[src/rtl/div_meter_pkg.sv]
// div_meter_pkg: shared constants and FSM encoding for the divider
// measurement block.
//   ST_IDLE / ST_MEASURE : 2-bit FSM state encodings
//   DEF_CNT_W, DEF_LOCK_CNT : default parameter values
//   MATCH_W : width of the lock match counter (LOCK_CNT up to 15)
package div_meter_pkg;

   localparam int DEF_CNT_W    = 8;
   localparam int DEF_LOCK_CNT = 3;
   localparam int MATCH_W      = 4;

   typedef enum logic [1:0] {
      ST_IDLE    = 2'd0,
      ST_MEASURE = 2'd1
   } state_t;

endpackage

[src/rtl/div_meter_if.sv]
// div_meter_if: signal under measurement plus measurement results.
//   sig_in     : divided clock / periodic signal under measurement
//   period     : clk_in cycles between the last two rising edges
//   high_len   : clk_in cycles sampled high within that period
//   meas_valid : one-cycle pulse when period/high_len update
//   locked     : waveform stable for LOCK_CNT consecutive matches
//   ovf        : sticky counter saturation flag
// master = the meter (drives results), slave = whoever supplies sig_in
// and consumes the results.
interface div_meter_if #(
   parameter int CNT_W = 8
);
   logic             sig_in;
   logic [CNT_W-1:0] period;
   logic [CNT_W-1:0] high_len;
   logic             meas_valid;
   logic             locked;
   logic             ovf;

   modport master (
      input  sig_in,
      output period, high_len, meas_valid, locked, ovf
   );

   modport slave (
      output sig_in,
      input  period, high_len, meas_valid, locked, ovf
   );
endinterface

[src/rtl/div_meter_edge_sync.sv]
// edge_sync: samples sig_in into s_q and flags its rising edges.
//   clk_in : source clock
//   rst    : synchronous active-high reset
//   sig_in : raw signal under measurement
//   s_q    : registered sample of sig_in
//   rise   : s_q high this cycle and low the cycle before
// Build option DIV_METER_SYNC_EN inserts a 2-flop synchronizer ahead of
// s_q for asynchronous sources (adds 2 cycles of latency).
module edge_sync (
   input  logic clk_in,
   input  logic rst,
   input  logic sig_in,
   output logic s_q,
   output logic rise
);

   logic s_prev;
   logic s_in;

`ifdef DIV_METER_SYNC_EN
   logic [1:0] sync_q;

   always_ff @(posedge clk_in) begin
      if (rst) sync_q <= '0;
      else     sync_q <= {sync_q[0], sig_in};
   end

   assign s_in = sync_q[1];
`else
   assign s_in = sig_in;
`endif

   always_ff @(posedge clk_in) begin
      if (rst) begin
         s_q    <= 1'b0;
         s_prev <= 1'b0;
      end else begin
         s_q    <= s_in;
         s_prev <= s_q;
      end
   end

   assign rise = s_q & ~s_prev;

endmodule

[src/rtl/div_meter.sv]
// div_meter: measures period and high-phase length of a divided clock in
// clk_in cycles, flags lock after LOCK_CNT consecutive identical
// measurements, and raises a sticky ovf when the period counter saturates.
//   clk_in : source clock (only clock)
//   rst    : synchronous active-high reset
//   bus    : div_meter_if.master (sig_in in; period, high_len,
//            meas_valid, locked, ovf out)
// Build option DIV_METER_SYNC_EN (see edge_sync) adds an input
// synchronizer; measured values are unchanged for synchronous stimulus.
//
// state      | meaning
// ST_IDLE    | waiting for the first rising edge of sig_in
// ST_MEASURE | counting period / high cycles between rising edges
module div_meter
   import div_meter_pkg::*;
#(
   parameter int CNT_W    = DEF_CNT_W,
   parameter int LOCK_CNT = DEF_LOCK_CNT
) (
   input  logic       clk_in,
   input  logic       rst,
   div_meter_if.master bus
);

   localparam logic [CNT_W-1:0]   CNT_MAX  = {CNT_W{1'b1}};
   localparam logic [CNT_W-1:0]   CNT_ONE  = CNT_W'(1);
   localparam logic [MATCH_W-1:0] LOCK_TGT = MATCH_W'(LOCK_CNT);

   logic s_q;
   logic rise;

   state_t             state,     state_nxt;
   logic [CNT_W-1:0]   cnt_run,   cnt_nxt;
   logic [CNT_W-1:0]   hi_run,    hi_nxt;
   logic [CNT_W-1:0]   period_q,  period_nxt;
   logic [CNT_W-1:0]   high_q,    high_nxt;
   logic               valid_q,   valid_nxt;
   logic               locked_q,  locked_nxt;
   logic               ovf_q,     ovf_nxt;
   logic [MATCH_W-1:0] match_cnt, match_nxt;
   logic               have_prev, have_prev_nxt;

   edge_sync u_edge_sync (
      .clk_in (clk_in),
      .rst    (rst),
      .sig_in (bus.sig_in),
      .s_q    (s_q),
      .rise   (rise)
   );

   always_ff @(posedge clk_in) begin
      if (rst) begin
         state     <= ST_IDLE;
         cnt_run   <= '0;
         hi_run    <= '0;
         period_q  <= '0;
         high_q    <= '0;
         valid_q   <= 1'b0;
         locked_q  <= 1'b0;
         ovf_q     <= 1'b0;
         match_cnt <= '0;
         have_prev <= 1'b0;
      end else begin
         state     <= state_nxt;
         cnt_run   <= cnt_nxt;
         hi_run    <= hi_nxt;
         period_q  <= period_nxt;
         high_q    <= high_nxt;
         valid_q   <= valid_nxt;
         locked_q  <= locked_nxt;
         ovf_q     <= ovf_nxt;
         match_cnt <= match_nxt;
         have_prev <= have_prev_nxt;
      end
   end

   always_comb begin
      state_nxt     = state;
      cnt_nxt       = cnt_run;
      hi_nxt        = hi_run;
      period_nxt    = period_q;
      high_nxt      = high_q;
      valid_nxt     = 1'b0;
      locked_nxt    = locked_q;
      ovf_nxt       = ovf_q;
      match_nxt     = match_cnt;
      have_prev_nxt = have_prev;

      case (state)
         ST_IDLE: begin
            if (rise) begin
               state_nxt     = ST_MEASURE;
               cnt_nxt       = CNT_ONE;
               hi_nxt        = CNT_ONE;
               have_prev_nxt = 1'b0;
            end
         end

         ST_MEASURE: begin
            if (rise) begin
               period_nxt    = cnt_run;
               high_nxt      = hi_run;
               valid_nxt     = 1'b1;
               cnt_nxt       = CNT_ONE;
               hi_nxt        = CNT_ONE;
               have_prev_nxt = 1'b1;
               if (cnt_run == CNT_MAX) begin
                  // edge coincides with saturation: period is not trustworthy
                  ovf_nxt    = 1'b1;
                  locked_nxt = 1'b0;
                  match_nxt  = '0;
               end else if (have_prev && cnt_run == period_q && hi_run == high_q) begin
                  match_nxt  = (match_cnt == LOCK_TGT) ? match_cnt : match_cnt + MATCH_W'(1);
                  locked_nxt = (match_nxt == LOCK_TGT);
               end else begin
                  match_nxt  = '0;
                  locked_nxt = 1'b0;
               end
            end else if (cnt_run == CNT_MAX) begin
               // no edge within counter range: give up, wait for a fresh first edge
               state_nxt  = ST_IDLE;
               ovf_nxt    = 1'b1;
               locked_nxt = 1'b0;
               match_nxt  = '0;
               cnt_nxt    = '0;
               hi_nxt     = '0;
            end else begin
               cnt_nxt = cnt_run + CNT_ONE;
               if (s_q && hi_run != CNT_MAX) hi_nxt = hi_run + CNT_ONE;
            end
         end

         default: state_nxt = ST_IDLE;
      endcase
   end

   assign bus.period     = period_q;
   assign bus.high_len   = high_q;
   assign bus.meas_valid = valid_q;
   assign bus.locked     = locked_q;
   assign bus.ovf        = ovf_q;

endmodule

[src/flat_wrapper.sv]
// flat-port wrapper written by rule: the top's interface ports become plain ports
module div_meter_flat import div_meter_pkg::*;
#(
   parameter int CNT_W    = DEF_CNT_W,
   parameter int LOCK_CNT = DEF_LOCK_CNT
)
  (clk_in, rst, bus_sig_in, bus_period, bus_high_len, bus_meas_valid, bus_locked, bus_ovf);
  div_meter_if #(.CNT_W(CNT_W)) bus_i ();
  input  logic clk_in;
  input  logic rst;
  input wire logic [$bits(bus_i.sig_in)-1:0] bus_sig_in;
  output wire logic [$bits(bus_i.period)-1:0] bus_period;
  output wire logic [$bits(bus_i.high_len)-1:0] bus_high_len;
  output wire logic [$bits(bus_i.meas_valid)-1:0] bus_meas_valid;
  output wire logic [$bits(bus_i.locked)-1:0] bus_locked;
  output wire logic [$bits(bus_i.ovf)-1:0] bus_ovf;
  assign bus_i.sig_in = bus_sig_in;
  assign bus_period = bus_i.period;
  assign bus_high_len = bus_i.high_len;
  assign bus_meas_valid = bus_i.meas_valid;
  assign bus_locked = bus_i.locked;
  assign bus_ovf = bus_i.ovf;
  div_meter #(.CNT_W(CNT_W), .LOCK_CNT(LOCK_CNT)) u_core (.clk_in(clk_in), .rst(rst), .bus(bus_i));
endmodule
[config.mk]
export PLATFORM = sky130hd
export DESIGN_NAME = div_meter_flat
export DESIGN_NICKNAME = d
export VERILOG_FILES = /design/src/rtl/div_meter_pkg.sv /design/src/rtl/div_meter_if.sv /design/src/rtl/div_meter_edge_sync.sv /design/src/rtl/div_meter.sv /design/src/flat_wrapper.sv
export SDC_FILE = /design/constraint.sdc
export NUM_CORES = 1
export LEC_CHECK = 0
export ABC_AREA = 1
export CAP_MARGIN = 25
export CORE_ASPECT_RATIO = 1.25
export CORE_MARGIN = 3
export CORE_UTILIZATION = 25
export CTS_BUF_LIST = sky130_fd_sc_hd__clkbuf_4
export CTS_CLUSTER_SIZE = 10
export DETAILED_ROUTE_END_ITERATION = 10
export PLACE_DENSITY = 0.53
export SLEW_MARGIN = 30
export SYNTH_ARGS = -nofsm -noshare
export SYNTH_HDL_FRONTEND = slang
export SYNTH_HIERARCHICAL = 1
export SYNTH_SLANG_ARGS = --single-unit
[constraint.sdc]
create_clock -name clk_in -period 1.6 [get_ports clk_in]
set_input_delay 0.24 -clock clk_in [delete_from_list [all_inputs] [get_ports clk_in]]
set_output_delay 0.24 -clock clk_in [all_outputs]
set_load 0.02 [all_outputs]
==> out/results.tsv, run 1 <==
metric	value	unit
maximum VDD drop	0.224	mV
synthesized area per cell	6.77	sq um
Final HPWL DP	3.95	mm
die height	110	microns
Comb power frac	0.131	
share of post-route cells with drive strength above 1	0.148	
Max Used Layer	met4	
crit path max fanout	1	
WP depth	1	
commonest non-fill, non-tap cells in the layout	82 x nand2_1, 42 x inv_1, 37 x a21oi_1	
synthesis-stage register bit count	43	
Clock Latency Late Sink	0.35	ns
Top delay family on crit path	buffers and inverters	
Buf/Inv on CP	1	
status	finished, final reports clean	
yosys warns	6	
initial antenna violation count	0	
unique cell type count in the Yosys netlist	28	
CTS Buf Count	5	
Mapped Cells	317	
CTS H-tree depth	2	
Core Footprint	8290	sq um
# DRC	0	
Finished Layout Cells	449	
sequential share of the synthesized area	0.401	
Wirelength per Cell	12.1	microns
vias in the first global route	1950	
crit share post-route	0.953	
Max-cap violations	0	
Final Max Slew Viols	0	
grt total ovfl	0	
Met3 Wirelength	143	microns
r2r endpoint	u_core/hi_run[2]	
via count	2042	
RR Startpoint	u_core/hi_run[0]	
Pre-antenna DRT Iters	4	
row cnt	37	
Area Growth Syn to Fin	26.1	%
final setup vio count	0	
crit path launch type	flip-flop	
drt via density	4.55	
Pwr per Cell Area	692	nW/um^2
Met2 Wirelength	2.68	mm
IO Pins	22	
Synth area leaders	dfxtp_1 40%, nand2_1 15%, a21oi_1 8.6%, inv_1 7.5%, o21ai_0 5.8%	
Hold WC Path Type	input port to flip-flop	
Hold Vio Cnt, Final	0	
CTS Buffer Depth	2	
Tmin final	1.52	ns
die area	9730	sq um
ant diodes	0	
1st-iter DRT viols	147	
Yosys top cell by area	dfxtp_1	
CTS root buf	clkbuf_4	
GRT Total Usage	0.119	
r2r setup slk	0.12	ns
Worst Path Arrival	1.28	ns
Post-Route WL	5.45	mm
NetSw	0.511	mW
clock transition at the registers of the reported paths	0.12	ns
Int Pwr	1.36	mW
leak pwr	1.17	nW
post-synth top area share	0.401	
clock sink total	43	
syn nets	323	
Final GP Congestion	0.788	
Reg power frac	0.596	
clk_skew	0.0180	ns
NumNets Final	359	
largest net degree at the start of global routing	27	
synthesized cell area	2140	sq um
Post-Route M1 WL	2.53	mm
WS Path Type	flip-flop to primary output	
CP required	1.36	ns
first-pass GRT wire length	8.99	mm
Starting Density	0.259	
cell count after placement	440	
Clock Power Share	0.274	
Reg2Reg Depth	11	
most common cell after layout, fill and taps aside	nand2_1	
critical path startpoint	u_core/bus.meas_valid	
worst-margin pin slew	0.278	ns
critical-path cell list	clkdlybuf4s50_1	
port bufs	21	
total chip power	1.87	mW
worst rel slew slack	0.815	
Sw Ratio	0.273	
Die Wd	88.8	microns
Setup crit end	bus_meas_valid	
Min-Delay Path Depth	3	
CTS tree	done	
Max Clk Rate	656	MHz
crit end category	primary output	
CP max stage delay	0.60	ns
slowest stage cell on the critical path	clkdlybuf4s50_1	
post-route ant nets	0	
fillers	879	
[per-layer routing]
metal,GRT usage,vias up
met3,0.0255,6
met2,0.204,25
met1,0.144,938
met4,0.0432,0
li1,-,1073
met5,0,-
[power groups by stage]
stage	Clock (mW)	Combinational [mW]	Sequential [mW]
floorplan	0	0.122	1.15
global placement	0	0.231	1.14
detailed placement	0	0.232	1.14
CTS	0.540	0.227	1.11
global route	0.588	0.271	1.12
finish	0.512	0.244	1.11
[metrics by stage]
step	cell area, sq um	hold slack (ns)	setup slack (ns)	setup TNS, ns	utilization
after floorplan	2140	0.311	0.111	0	-
after global placement	2570	0.440	0.0361	0	0.310
after detailed placement	2570	0.442	0.0431	0	0.310
after CTS	2590	0.400	0.000370	0	0.313
after global routing	2700	0.395	-0.000604	-0.000604	0.326
final	2700	0.418	0.0757	0	0.326
[cells in the mapped netlist]
cell type,number
nand3b_1,1
a211oi_1,1
inv_1,43
nand2_1,83
buf_2,2
o21ai_0,25
clkbuf_1,6
o21ai_2,1
nor2_2,2
inv_4,1
nor3_1,4
nor2_8,1
clkinv_4,1
mux2_2,1
a21oi_1,37
nand2_2,3
nor2_4,1
inv_2,2
nand2_4,2
nand3_1,11
o21a_1,1
nand4_1,4
ha_1,3
nor2_1,29
o21ai_1,2
dfxtp_1,43
xor2_1,5
xnor2_1,2
[timing repair]
action,CTS,global route
setup endpoints to repair,14,19
setup buffers,0,2
hold endpoints to repair,0,0
gates cloned,0,1
gates resized for setup,14,29
hold buffers,0,0
pin swaps,0,7
[sequential cells by signal (all words and copies together), names as in the netlist, 4 cells and up]
register and count:
u_core/match_cnt 4, u_core/cnt_run 8, u_core/bus.high_len 8, u_core/bus.period 8, u_core/hi_run 8
[layout make-up]
type | instances | area [sq um] | area share
tap | 97 | 121 | 0.0449
clock buffer | 6 | 45.0 | 0.0167
multi-input combinational | 219 | 1130 | 0.417
timing repair inverter | 1 | 5.00 | 0.00185
inverter | 47 | 189 | 0.0699
sequential | 43 | 876 | 0.324
timing repair buffer | 36 | 340 | 0.126
[worst min-delay path by stage]
stage | start | slack, ns | end
6_report | bus_sig_in | 0.42 | u_core/u_edge_sync/s_q
5_1_grt | bus_sig_in | 0.40 | u_core/u_edge_sync/s_q
4_1_cts | bus_sig_in | 0.40 | u_core/u_edge_sync/s_q
3_5_place_dp | u_core/u_edge_sync/s_q | 0.44 | u_core/u_edge_sync/s_prev
3_3_place_gp | u_core/u_edge_sync/s_q | 0.44 | u_core/u_edge_sync/s_prev
2_1_floorplan | rst | 0.31 | u_core/u_edge_sync/s_q
[tightest hold or removal path, cell delays in order]
cell and delay [ns]:
clkdlybuf4s50_1 0.40, inv_1 0.05, nor2_1 0.03
[cell families (layout without fill, tap and decap cells)]
kind of cell,after synthesis,in the layout,synth area share
adder cells (fa/ha/maj),3,3,0.0175
XOR/XNOR,7,7,0.0286
flip-flops,43,43,0.401
AO/OA/AOI/OAI,67,67,0.160
multiplexers,1,1,0.00525
AND/OR/NAND/NOR,141,141,0.286
buffers and inverters,55,90,0.101
(Power assumes the default switching activity.)
==> run 2, diff against run 1 <==
--- a/config.mk
+++ b/config.mk
@@ -9,11 +9,10 @@
 export CAP_MARGIN = 25
 export CORE_ASPECT_RATIO = 1.25
 export CORE_MARGIN = 3
-export CORE_UTILIZATION = 25
+export CORE_UTILIZATION = 40
 export CTS_BUF_LIST = sky130_fd_sc_hd__clkbuf_4
-export CTS_CLUSTER_SIZE = 10
 export DETAILED_ROUTE_END_ITERATION = 10
-export PLACE_DENSITY = 0.53
+export PLACE_DENSITY = 0.72
 export SLEW_MARGIN = 30
 export SYNTH_ARGS = -nofsm -noshare
 export SYNTH_HDL_FRONTEND = slang
==> out/results.tsv, run 2 (synthesis results as in run 1) <==
metric	value	unit
NetSw	0.525	mW
crit path max fanout	2	
Sw Ratio	0.271	
Wirelength per Cell	12.8	microns
CTS root buf	clkbuf_4	
critical-path cell list	clkdlybuf4s50_1	
Int Pwr	1.41	mW
Finished Layout Cells	423	
RR Startpoint	u_core/hi_run[0]	
clock transition at the registers of the reported paths	0.13	ns
Tmin final	1.54	ns
final setup TNS	0	ns
IO Pins	22	
die height	87.9	microns
crit end category	primary output	
Clock Latency Late Sink	0.35	ns
Area Growth Syn to Fin	27.0	%
worst hold slack	0.407	ns
Top delay family on crit path	buffers and inverters	
WS Path Type	flip-flop to primary output	
Die Wd	71.5	microns
largest net degree at the start of global routing	27	
Worst Path Arrival	1.30	ns
port bufs	21	
Final Instance Area	2720	sq um
ant diodes	0	
hold buffer count at CTS	0	
Pwr per Cell Area	710	nW/um^2
most common cell after layout, fill and taps aside	nand2_1	
share of post-route cells with drive strength above 1	0.169	
critical path startpoint	u_core/bus.ovf	
Reg power frac	0.575	
area post-placement	2500	sq um
slowest stage cell on the critical path	clkdlybuf4s50_1	
worst rel slew slack	0.775	
row cnt	29	
Hold Path Origin	bus_sig_in	
Max Clk Rate	650	MHz
Post-Route WL	5.43	mm
Final GP Congestion	0.854	
post-route ant nets	0	
Hold WC Path Type	input port to flip-flop	
leak pwr	1.25	nW
clk_skew	0.0161	ns
CTS tree	done	
Buf/Inv on CP	1	
Hold Vio Cnt, Final	0	
die area	6280	sq um
worst-margin pin slew	0.337	ns
via count	2096	
crit share post-route	0.962	
crit path launch type	flip-flop	
Core Footprint	5120	sq um
commonest non-fill, non-tap cells in the layout	81 x nand2_1, 42 x inv_1, 36 x dfxtp_1	
Clock Power Share	0.288	
drt via density	4.96	
1st-iter DRT viols	103	
RSZ-0062 raised after global routing	yes	
CTS H-tree depth	2	
NumNets Final	366	
clock sink total	43	
CTS Buffer Depth	2	
first-pass GRT wire length	8.46	mm
GRT Total Usage	0.173	
Max-cap violations	0	
initial antenna violation count	0	
final setup vio count	0	
status	finished, final reports clean	
# DRC	0	
vias in the first global route	1862	
Starting Density	0.419	
Comb power frac	0.137	
grt total ovfl	0	
maximum VDD drop	0.583	mV
Final Max Slew Viols	0	
Pre-antenna DRT Iters	6	
cell count after placement	404	
Final HPWL DP	3.88	mm
CTS Buf Count	5	
CP max stage delay	0.60	ns
CP required	1.36	ns
==> run 2: cell types whose count changed in the layout (fill, tap and decap cells not counted), moves of 2 or more <==
| cell | previous run | this run |
|---|---|---|
| buf_4 | 13 | 22 |
| dlygate4sd2_1 | 14 | 8 |
| dlymetal6s2s_1 | 4 | 9 |
| a21oi_1 | 37 | 35 |
| a21oi_2 | 0 | 2 |
| nand2_2 | 3 | 5 |
==> run 2: final timing paths <==
check | cells past startpoint | end | slack, ns
setup / recovery | 1 | bus_ovf | 0.06
hold / removal | 3 | u_core/u_edge_sync/s_q | 0.41
setup reg to reg | 10 | u_core/hi_run[3] | 0.07
hold reg to reg | 2 | u_core/have_prev | 0.47
==> run 2: metrics by stage <==
step	total power, mW	util	worst slack [ns]
after floorplan	1.27	-	0.111
after global placement	1.36	0.489	0.0482
after detailed placement	1.36	0.489	0.0187
after CTS	1.91	0.499	0.00123
after global routing	2.03	0.532	-0.0535
final	1.93	0.532	0.0607
==> run 2: final cells by class <==
cell class,instances,area [sq um]
clock buffers,7,52.6
clock inverters,1,5.00
fillers,490,2390
inverters,47,186
multi-input cells,219,1120
flip-flops and latches,43,872
well taps,62,77.6
repair buffers,44,408
==> run 2: repair_timing <==
| item | 4_1_cts | 5_1_grt |
|---|---|---|
| setup endpoints to repair | 10 | 16 |
| buffers inserted | 0 | 11 |
| gates resized for setup | 9 | 29 |
| pin swaps | 0 | 11 |
==> run 2: layer usage <==
metal	vias up	share of wire	track usage
li1	1093	-	-
met1	933	0.42	0.199
met2	54	0.50	0.297
met3	16	0.039	0.0344
met4	0	0.041	0.103
met5	-	0	0
==> run 2: power groups by stage <==
stage	logic [mW]	clock network [mW]	registers, mW
3_3_place_gp	0.227	0	1.14
5_1_grt	0.291	0.626	1.12
6_report	0.264	0.557	1.11
3_5_place_dp	0.228	0	1.14
4_1_cts	0.225	0.570	1.11
2_1_floorplan	0.122	0	1.15
==> run 3, diff against run 2 <==
--- a/config.mk
+++ b/config.mk
@@ -13,6 +13,7 @@
 export CTS_BUF_LIST = sky130_fd_sc_hd__clkbuf_4
 export DETAILED_ROUTE_END_ITERATION = 10
 export PLACE_DENSITY = 0.72
+export SETUP_SLACK_MARGIN = 0.4
 export SLEW_MARGIN = 30
 export SYNTH_ARGS = -nofsm -noshare
 export SYNTH_HDL_FRONTEND = slang
==> out/results.tsv, run 3 (synthesis results as in run 1) <==
metric	value	unit
status	finished, final reports clean	
Area Growth Syn to Fin	45.7	%
Finished Layout Cells	440	
die height	87.9	microns
die area	6280	sq um
clock transition at the registers of the reported paths	0.14	ns
CTS H-tree depth	2	
CP required	1.85	ns
crit path launch type	flip-flop	
Die Wd	71.5	microns
Starting Density	0.419	
Buf/Inv on CP	2	
Max Clk Rate	649	MHz
Max-cap violations	0	
ant diodes	0	
Final Instance Area	3130	sq um
leak pwr	1.27	nW
Pre-antenna DRT Iters	6	
Final GP Congestion	0.874	
grt total ovfl	0	
drt via density	5.25	
Wirelength per Cell	14.9	microns
post-route ant nets	0	
vias in the first global route	2240	
IO Pins	22	
Final Max Slew Viols	0	
WP depth	10	
commonest non-fill, non-tap cells in the layout	75 x nand2_1, 36 x inv_1, 27 x buf_4	
critical path startpoint	u_core/cnt_run[1]	
final setup vio count	0	
worst-margin pin slew	0.321	ns
r2r endpoint	u_core/hi_run[6]	
crit end category	flip-flop	
worst rel slew slack	0.786	
row cnt	29	
Reg2Reg Depth	10	
CP max stage delay	0.40	ns
maximum VDD drop	0.481	mV
CTS Buffer Depth	2	
1st-iter DRT viols	171	
port bufs	21	
Pwr per Cell Area	638	nW/um^2
CTS root buf	clkbuf_4	
Setup crit end	u_core/hi_run[6]	
CTS tree	done	
clock sink total	43	
Top delay family on crit path	simple AND/OR/NAND/NOR gates	
final setup TNS	0	ns
Worst Path Arrival	1.79	ns
WS Path Type	flip-flop to flip-flop	
share of post-route cells with drive strength above 1	0.444	
Hold WC Path Type	input port to flip-flop	
GRT Total Usage	0.198	
Core Footprint	5120	sq um
crit share post-route	0.963	
NumNets Final	383	
most common cell after layout, fill and taps aside	nand2_1	
# DRC	0	
r2r setup slk	0.06	ns
slowest stage cell on the critical path	dfxtp_4	
cell count after placement	403	
Clock Latency Late Sink	0.35	ns
clk_skew	0.0130	ns
critical-path cell list	ha_4 > nand2_4 > nor2_4 > nand2_1 > nor3_2 > inv_1 > o21ai_4 > inv_1 > nand2_1 > nor2_1	
RR Startpoint	u_core/cnt_run[1]	
Final HPWL DP	3.78	mm
CTS Buf Count	5	
largest net degree at the start of global routing	23	
first-pass GRT wire length	9.82	mm
fillers	427	
area post-placement	2520	sq um
Post-Route WL	6.54	mm
Hold Vio Cnt, Final	0	
initial antenna violation count	0	
via count	2308	
RSZ-0062 raised after global routing	yes	
crit path max fanout	4	
Tmin final	1.54	ns
run 3: per-stage QoR:
step | util | hold slack (ns) | setup WS (ns) | power [mW]
4_1_cts | 0.551 | 0.392 | 0.150 | 1.95
6_report | 0.611 | 0.404 | 0.0594 | 1.99
3_3_place_gp | 0.493 | 0.438 | 0.0271 | 1.36
2_1_floorplan | - | 0.311 | 0.209 | 1.28
5_1_grt | 0.611 | 0.391 | -0.0336 | 2.07
3_5_place_dp | 0.493 | 0.455 | 0.0409 | 1.36
run 3: worst min-delay path: stages:
cell             delay (ns)
clkdlybuf4s50_1        0.40
inv_1                  0.05
nor2_1                 0.03
run 3: how the worst min path moves through the flow:
stage,end,slack [ns],depth (start not counted),start
after global placement,u_core/u_edge_sync/s_prev,0.44,2,u_core/u_edge_sync/s_q
after global routing,u_core/u_edge_sync/s_q,0.39,3,bus_sig_in
after floorplan,u_core/u_edge_sync/s_q,0.31,1,rst
after CTS,u_core/u_edge_sync/s_q,0.39,3,bus_sig_in
after detailed placement,u_core/cnt_run[3],0.45,2,u_core/cnt_run[3]
final,u_core/u_edge_sync/s_q,0.40,3,bus_sig_in
run 3: routing by layer:
metal	global-route usage	up-vias	wire length [microns]
met2	0.366	85	3460
met5	0	-	0
met4	0.0838	0	171
met3	0.0356	19	367
li1	-	1133	-
met1	0.221	1071	2540
run 3: repair_timing:
action / CTS / global route
buffers inserted: 13 / 11
pin swaps: 15 / 31
gates resized for setup: 132 / 79
endpoints found under the setup margin: 57 / 42
cloned: 4 / 1
hold buffers: 0 / 0
run 3: power by group:
group	leakage (nW)	switching (mW)	internal (mW)
Sequential	0.361	0.0239	1.09
Combinational	0.874	0.198	0.136
Clock	0.0317	0.359	0.187
run 3: layout make-up:
type                    instances  area, sq um  area share
repair buffers                 59          514       0.165
clock inverters                 2         12.5     0.00400
repair inverters                2         13.8     0.00440
inverters                      47          193      0.0616
multi-input cells             219         1370       0.437
clock buffers                   6         45.0      0.0144
well taps                      62         77.6      0.0248
flip-flops and latches         43          905       0.289
